## src/rtl/div_in_packer_if.sv

```systemverilog
// Byte-in / operand-out bundle for div_in_packer: a byte source drives the
// push strobe and mode bits, the divider core sees the assembled operand pair.
interface div_in_packer_if #(
  parameter int WIDTH  = 32,
  parameter int BYTE_W = 8
);
  logic [BYTE_W-1:0] data_in_in;
  logic              push_in;
  logic              sign;
  logic              select;
  // Operand handshake: one pair moves on every cycle with op_valid && op_ready.
  // Once op_valid is high it stays high, with all op_* stable, until op_ready.
  logic              op_valid;
  logic              op_ready;
  logic [WIDTH-1:0]  op_dividend;
  logic [WIDTH-1:0]  op_divisor;
  logic              op_sign;
  logic              op_select;
  logic              op_div_zero;
  logic              overflow;
  logic              frame_err;
  logic [1:0]        fsm_state;

  modport master (
    output data_in_in, push_in, sign, select, op_ready,
    input  op_valid, op_dividend, op_divisor, op_sign, op_select,
           op_div_zero, overflow, frame_err, fsm_state
  );

  modport slave (
    input  data_in_in, push_in, sign, select, op_ready,
    output op_valid, op_dividend, op_divisor, op_sign, op_select,
           op_div_zero, overflow, frame_err, fsm_state
  );
endinterface

```

## src/rtl/div_in_packer.sv

```systemverilog
// Byte-serial front end of the srt2 divider: packs dividend then divisor bytes
// into one operand pair. Optional frame timeout: DIV_IN_PACKER_TIMEOUT_EN.
module div_in_packer #(
  parameter int WIDTH          = 32,
  parameter int BYTE_W         = 8,
  parameter int TIMEOUT_CYCLES = 255
) (
  input  logic           clk,
  input  logic           rst_n,
  div_in_packer_if.slave bus
);
  localparam int NBYTES = 2 * WIDTH / BYTE_W;
  localparam int OPB    = WIDTH / BYTE_W;
  localparam int CNT_W  = $clog2(NBYTES);

  if (((WIDTH % BYTE_W) != 0) || (TIMEOUT_CYCLES < 1)) begin : g_bad_cfg
    $error("div_in_packer: WIDTH must be a multiple of BYTE_W and TIMEOUT_CYCLES >= 1");
  end

  typedef enum logic [1:0] {
    IDLE    = 2'd0,
    COLLECT = 2'd1,
    HOLD    = 2'd2
  } state_t;

  state_t             state_q, state_nxt;
  logic [CNT_W-1:0]   count_q, count_nxt;
  logic [CNT_W-1:0]   slot;
  logic               push_q;
  logic               accept;
  logic               wr_en;
  logic               frame_done;
  logic               drop;
  logic               timeout_hit;
  logic               frame_err_int;
  logic [WIDTH-1:0]   dividend_q, divisor_q;
  logic [WIDTH-1:0]   dividend_nxt, divisor_nxt;
  logic               sign_q, select_q, div_zero_q, overflow_q;

  // A held strobe yields one byte: accept only on its rising edge.
  assign accept = bus.push_in & ~push_q;

  always_ff @(posedge clk or negedge rst_n) begin
    if (!rst_n) begin
      state_q <= IDLE;
      count_q <= '0;
    end else begin
      state_q <= state_nxt;
      count_q <= count_nxt;
    end
  end

  always_comb begin
    state_nxt  = state_q;
    count_nxt  = count_q;
    slot       = '0;
    wr_en      = 1'b0;
    frame_done = 1'b0;
    drop       = 1'b0;
    case (state_q)
      IDLE: begin
        if (accept) begin
          wr_en     = 1'b1;
          count_nxt = CNT_W'(1);
          state_nxt = COLLECT;
        end
      end
      COLLECT: begin
        if (accept) begin
          wr_en = 1'b1;
          slot  = count_q;
          if (count_q == CNT_W'(NBYTES - 1)) begin
            frame_done = 1'b1;
            count_nxt  = '0;
            state_nxt  = HOLD;
          end else begin
            count_nxt = count_q + CNT_W'(1);
          end
        end else if (timeout_hit) begin
          count_nxt = '0;
          state_nxt = IDLE;
        end
      end
      HOLD: begin
        if (bus.op_ready) begin
          // A byte arriving with the transfer opens the next frame at slot 0.
          if (accept) begin
            wr_en     = 1'b1;
            count_nxt = CNT_W'(1);
            state_nxt = COLLECT;
          end else begin
            count_nxt = '0;
            state_nxt = IDLE;
          end
        end else if (accept) begin
          drop = 1'b1;
        end
      end
      default: begin
        count_nxt = '0;
        state_nxt = IDLE;
      end
    endcase
  end

  // Byte steering: slots 0..OPB-1 fill the dividend MSB first, the rest the divisor.
  always_comb begin
    dividend_nxt = dividend_q;
    divisor_nxt  = divisor_q;
    for (int k = 0; k < OPB; k++) begin
      if (wr_en && (slot == CNT_W'(k)))
        dividend_nxt[WIDTH-1-BYTE_W*k -: BYTE_W] = bus.data_in_in;
      if (wr_en && (slot == CNT_W'(k + OPB)))
        divisor_nxt[WIDTH-1-BYTE_W*k -: BYTE_W] = bus.data_in_in;
    end
  end

  always_ff @(posedge clk or negedge rst_n) begin
    if (!rst_n) begin
      push_q     <= 1'b0;
      dividend_q <= '0;
      divisor_q  <= '0;
      sign_q     <= 1'b0;
      select_q   <= 1'b0;
      div_zero_q <= 1'b0;
      overflow_q <= 1'b0;
    end else begin
      push_q <= bus.push_in;
      if (wr_en) begin
        dividend_q <= dividend_nxt;
        divisor_q  <= divisor_nxt;
      end
      if (frame_done) begin
        sign_q     <= bus.sign;
        select_q   <= bus.select;
        div_zero_q <= (divisor_nxt == '0);
      end
      if (drop)
        overflow_q <= 1'b1;
    end
  end

`ifdef DIV_IN_PACKER_TIMEOUT_EN
  localparam int TMO_W = $clog2(TIMEOUT_CYCLES + 1);

  logic [TMO_W-1:0] tmo_q;
  logic             frame_err_q;
  logic             abort;

  assign timeout_hit = (state_q == COLLECT) && (tmo_q == TMO_W'(TIMEOUT_CYCLES - 1));
  // A byte landing on the timeout cycle keeps the frame alive.
  assign abort       = timeout_hit & ~accept;

  always_ff @(posedge clk or negedge rst_n) begin
    if (!rst_n) begin
      tmo_q       <= '0;
      frame_err_q <= 1'b0;
    end else begin
      tmo_q       <= ((state_q != COLLECT) || accept || abort) ? '0 : tmo_q + TMO_W'(1);
      frame_err_q <= abort;
    end
  end

  assign frame_err_int = frame_err_q;
`else
  assign timeout_hit   = 1'b0;
  assign frame_err_int = 1'b0;
`endif

  always_comb begin
    bus.op_valid    = (state_q == HOLD);
    bus.op_div_zero = div_zero_q & (state_q == HOLD);
    bus.op_dividend = dividend_q;
    bus.op_divisor  = divisor_q;
    bus.op_sign     = sign_q;
    bus.op_select   = select_q;
    bus.overflow    = overflow_q;
    bus.frame_err   = frame_err_int;
    bus.fsm_state   = state_q;
  end
endmodule

```

## src/flat_wrapper.sv

```systemverilog
// flat-port wrapper written by rule: the top's interface ports become plain ports
module div_in_packer_flat 
#(
  parameter int WIDTH          = 32,
  parameter int BYTE_W         = 8,
  parameter int TIMEOUT_CYCLES = 255
)
  (clk, rst_n, bus_data_in_in, bus_push_in, bus_sign, bus_select, bus_op_ready, bus_op_valid, bus_op_dividend, bus_op_divisor, bus_op_sign, bus_op_select, bus_op_div_zero, bus_overflow, bus_frame_err, bus_fsm_state);
  div_in_packer_if #(.WIDTH(WIDTH), .BYTE_W(BYTE_W)) bus_i ();
  input  logic clk;
  input  logic rst_n;
  input wire logic [$bits(bus_i.data_in_in)-1:0] bus_data_in_in;
  input wire logic [$bits(bus_i.push_in)-1:0] bus_push_in;
  input wire logic [$bits(bus_i.sign)-1:0] bus_sign;
  input wire logic [$bits(bus_i.select)-1:0] bus_select;
  input wire logic [$bits(bus_i.op_ready)-1:0] bus_op_ready;
  output wire logic [$bits(bus_i.op_valid)-1:0] bus_op_valid;
  output wire logic [$bits(bus_i.op_dividend)-1:0] bus_op_dividend;
  output wire logic [$bits(bus_i.op_divisor)-1:0] bus_op_divisor;
  output wire logic [$bits(bus_i.op_sign)-1:0] bus_op_sign;
  output wire logic [$bits(bus_i.op_select)-1:0] bus_op_select;
  output wire logic [$bits(bus_i.op_div_zero)-1:0] bus_op_div_zero;
  output wire logic [$bits(bus_i.overflow)-1:0] bus_overflow;
  output wire logic [$bits(bus_i.frame_err)-1:0] bus_frame_err;
  output wire logic [$bits(bus_i.fsm_state)-1:0] bus_fsm_state;
  assign bus_i.data_in_in = bus_data_in_in;
  assign bus_i.push_in = bus_push_in;
  assign bus_i.sign = bus_sign;
  assign bus_i.select = bus_select;
  assign bus_i.op_ready = bus_op_ready;
  assign bus_op_valid = bus_i.op_valid;
  assign bus_op_dividend = bus_i.op_dividend;
  assign bus_op_divisor = bus_i.op_divisor;
  assign bus_op_sign = bus_i.op_sign;
  assign bus_op_select = bus_i.op_select;
  assign bus_op_div_zero = bus_i.op_div_zero;
  assign bus_overflow = bus_i.overflow;
  assign bus_frame_err = bus_i.frame_err;
  assign bus_fsm_state = bus_i.fsm_state;
  div_in_packer #(.WIDTH(WIDTH), .BYTE_W(BYTE_W), .TIMEOUT_CYCLES(TIMEOUT_CYCLES)) u_core (.clk(clk), .rst_n(rst_n), .bus(bus_i));
endmodule
```

## config.mk

```make
export PLATFORM = sky130hd
export DESIGN_NAME = div_in_packer_flat
export DESIGN_NICKNAME = d
export VERILOG_FILES = /design/src/rtl/div_in_packer_if.sv /design/src/rtl/div_in_packer.sv /design/src/flat_wrapper.sv
export SDC_FILE = /design/constraint.sdc
export NUM_CORES = 1
export LEC_CHECK = 0
export BUFFER_PORTS_ARGS = -buffer_cell sky130_fd_sc_hd__buf_2
export CORE_MARGIN = 5
export CORE_UTILIZATION = 49
export CTS_BUF_LIST = sky130_fd_sc_hd__clkbuf_8
export DETAILED_ROUTE_END_ITERATION = 16
export GPL_TIMING_DRIVEN = 0
export PLACE_DENSITY = 0.75
export SYNTH_ARGS = -nofsm -noshare
export SYNTH_HDL_FRONTEND = slang
export SYNTH_SLANG_ARGS = --single-unit
```

## constraint.sdc

```tcl
create_clock -name clk -period 1.7 [get_ports clk]
set_clock_uncertainty 0.05 [all_clocks]
set_input_delay 0.255 -clock clk [delete_from_list [all_inputs] [get_ports clk]]
set_output_delay 0.255 -clock clk [all_outputs]
set_load 0.03 [all_outputs]
```

==> metrics.md <==
| Metric | Value |
|---|---|
| Status | finished, violations left |
| Violations in the final reports | setup timing |
| Combinational power share | 46.6% |
| Initial antenna violation count | 0 |
| DRT iter0 DRCs | 102 |
| Fill cells | ~470 |
| Top-level I/O count | 86 |
| CP top delay family | simple AND/OR/NAND/NOR gates |
| Vias in the first global route | about 2500 |
| Worst-path clk slew | 0.08 ns |
| RSZ-0062 raised after global routing | true |
| CP Max Fanout | 3 |
| Mapped Cells | 230 |
| CORE AREA | 6350 um^2 |
| Number of synthesized flops with an enable pin | 0 |
| Reg area | 1854 um^2 |
| LEAKAGE | 2.160 nW |
| Pre-CTS WS | -0.3064 ns |
| Hold EP | u_core.push_q |
| Final nets | ~360 |
| H-tree depth | 3 |
| Die span in x | 90.63 um |
| Minimum clock period | 1.836 ns |
| Async set-reset flop share out of synthesis | 100.0% |
| Via/cell ratio | 5.512 |
| Hold Path Origin | bus_push_in |
| Clock sinks | between 70 and 80 |
| FF+latch count, synth | 74 |
| Diode count | 0 |
| Reg-to-reg slack, setup | -0.14 ns |
| I/O Buffers | 80 |
| Critical Path RT | 1.94 ns |
| Relative slew margins | 55.04% |
| Drt total wl | 8153 um |
| Worst skew pair latency | 0.35 ns |
| TritonCTS clock tree | built |
| Register area share after synthesis | 58.13% |
| GPL Wtd Cong | 0.8665 |
| Max-Cap Viols | 0 |
| Detailed Routing Iterations Pass 1 | 5 |
| Slew Viols, Final | 0 |
| Worst r2r path cells | 5 |
| Min-delay worst type | input pin to flop |
| Reg2reg end | u_core.div_zero_q |
| Total track usage | 20.15% |
| Final WS setup | -0.1362 ns |
| Fin crit share | 108.0% |
| Root buffer cell | clkbuf_8 |
| Seq pwr share | approximately a third |
| Pwr Density | 2064 nW/um^2 |
| CP max stage delay | 0.43 ns |
| Dpl cells | around 390 |
| Synth Area per Inst | 13.85 um^2 |
| Area growth syn-to-layout | 38.41% |
| Clk pwr share | approximately a fifth |
| Fin cells | between 400 and 500 |
| Slowest stage cell, crit path | dfrtp_2 |
| Syn Std Cell Area | roughly 3200 um^2 |
| Row count | 29 |
| Post-route cell area | about 4400 um^2 |
| Post-route antenna net violation count | 0 |
| Post-DP Area | 3730 um^2 |
| DP HPWL | ~5000 um |
| Crit. End Element | flop |
| NetSw | 3.713 mW |
| First-pass GRT wire length | 13150 um |
| Cts bufs inserted | 9 |
| Final Hold Fails | 0 |
| Drt wl/cell | approximately 19 um |
| Switching Share | approximately 41% |
| CP cell instances | and4bb_1, nand3b_1, or3_4, a2111oi_4, a31o_1 |
| Initial Util | 50.17% |
| Maximum vdd drop | around 1.5 mV |
| Worst reg2reg startpoint | u_core.bus.fsm_state[1] |
| Top FF cell, synth | dfrtp_1 |
| DR vias | 2326 |
| Kind of critical path | flop to flop |
| Gr ovfl total | 0 |
| Longest Clk Path Bufs | 2 |
| Worst Path Arrival | 2.07 ns |
| Overall Power | around 9 mW |
| Area of the multi-input gates | 1474 um^2 |
| Detailed-route DRC error count | 0 |
| Cell-internal power | 5.389 mW |
| Die height | 90.63 um |
| Syn_nets | 246 |
| WP buf/inv | 0 |
| Startpoint Class | flop |
| Endpoints failing setup | 36 |
| Layout cell share with drive strength beyond 1 | between 60% and 70% |
| Synth warn | 0 |
| Worst slew pin tran | 0.6745 ns |
| DIE AREA | slightly above 8000 um^2 |
| Unique cell type count in the Yosys netlist | 39 |
| Largest net degree at the start of global routing | between 50 and 60 |
| Fmax | around 0.54 GHz |
| Hold Path Depth | 1 |
## metrics by stage
stage               setup TNS, ns  utilization, %  hold slack [ns]
detailed placement         -6.202           58.74          0.09723
CTS                        -2.090           66.27          0.03820
finish                     -1.937           69.44          0.03891
global placement           -13.46           58.27           0.3848
global route               -5.764           69.44          0.03203
floorplan                  -1.485               -         -0.09059
## synthesized netlist by cell type (all sizes together) (2+ instances only)
cell type	count	area (um^2)
a21oi	4	23.77
a22oi	2	15.01
and2	3	18.77
buf	9	45.03
clkbuf	7	26.28
dfrtp	74	1852
ha	2	25.02
mux2	67	754.5
mux2i	2	20.02
nand2	9	33.78
nand2b	3	18.77
nand3	4	20.02
nor2	7	31.28
nor2b	3	18.77
nor3	4	31.28
nor4	7	43.79
o21ai	4	20.02
or3	2	12.51
or4	2	15.01
## registers in the layout, indices dropped and copies added (netlist names)
signal,cells
u_core.bus.op_dividend,32
u_core.bus.op_select,1
u_core.bus.overflow,1
u_core.bus.op_divisor,32
u_core.push_q,1
u_core.div_zero_q,1
u_core.bus.fsm_state,2
u_core.bus.op_sign,1
u_core.count_q,3
## final cells by class
class,instances,area share [%]
clock inverter,6,3.121
buffer,16,2.072
clock buffer,10,3.121
multi-input combinational,140,33.43
sequential,74,42.05
tap,77,2.185
timing repair buffer,99,14.02
## cell families after synthesis
group | Yosys count | synth area share, %
compound gates | 19 | 4.203
fa+ha+maj | 2 | 0.7854
buf+inv | 16 | 2.239
flops | 74 | 58.13
mux | 69 | 24.31
other cells | 1 | 0.1177
simple gates | 49 | 10.21
## power by group through the flow
stage	registers, mW	clock network, mW	logic [mW]
2_1_floorplan	4.40	0	1.26
3_5_place_dp	3.00	0	3.80
4_1_cts	2.99	1.86	3.99
5_1_grt	3.13	1.95	4.51
3_3_place_gp	2.96	0	3.75
6_report	3.01	1.85	4.24
## timing repair
action,CTS,global route
hold endpoints to repair,17,0
hold buffers,1,0
setup buffers,12,6
pin swaps,7,9
setup endpoints to repair,65,66
resized for setup,27,39
## worst max path at each step
stage	startpoint	to	slack, ns	cells after the start
finish	u_core.bus.fsm_state[1]	u_core.div_zero_q	-0.14	5
global route	u_core.bus.fsm_state[1]	u_core.div_zero_q	-0.21	5
CTS	u_core.push_q	u_core.div_zero_q	-0.12	5
detailed placement	u_core.bus.fsm_state[1]	u_core.div_zero_q	-0.31	5
global placement	u_core.bus.fsm_state[1]	u_core.div_zero_q	-0.28	5
floorplan	u_core.bus.fsm_state[0]	u_core.div_zero_q	-0.16	6
## layer usage
metal	track usage, %	wire, um
met1	27.26	3545
met3	7.417	685
met2	30.21	3792
met5	0	0
met4	6.203	129
## cell usage in the layout, fill, tap and decap left out, types with 2 or more instances in the layout
master and count:
buf_6 8, ha_1 2, buf_2 78, mux2_2 30, buf_4 15, nor2b_1 2
nand2b_1 3, nand2_2 3, buf_1 3, clkinv_4 2, nor3_1 3, bufinv_16 4
nand2_1 6, a21oi_1 3, nor2_1 3, clkbuf_8 10, mux2i_1 2, o21ai_0 4
dfrtp_1 72, clkbuf_1 6, or4_1 2, buf_12 2, nand3_1 2, dfrtp_2 2
nor4_1 7, nor2_4 3, and2_1 2, a22oi_1 2, mux2_4 37
Power figures use the tool's default switching activity.
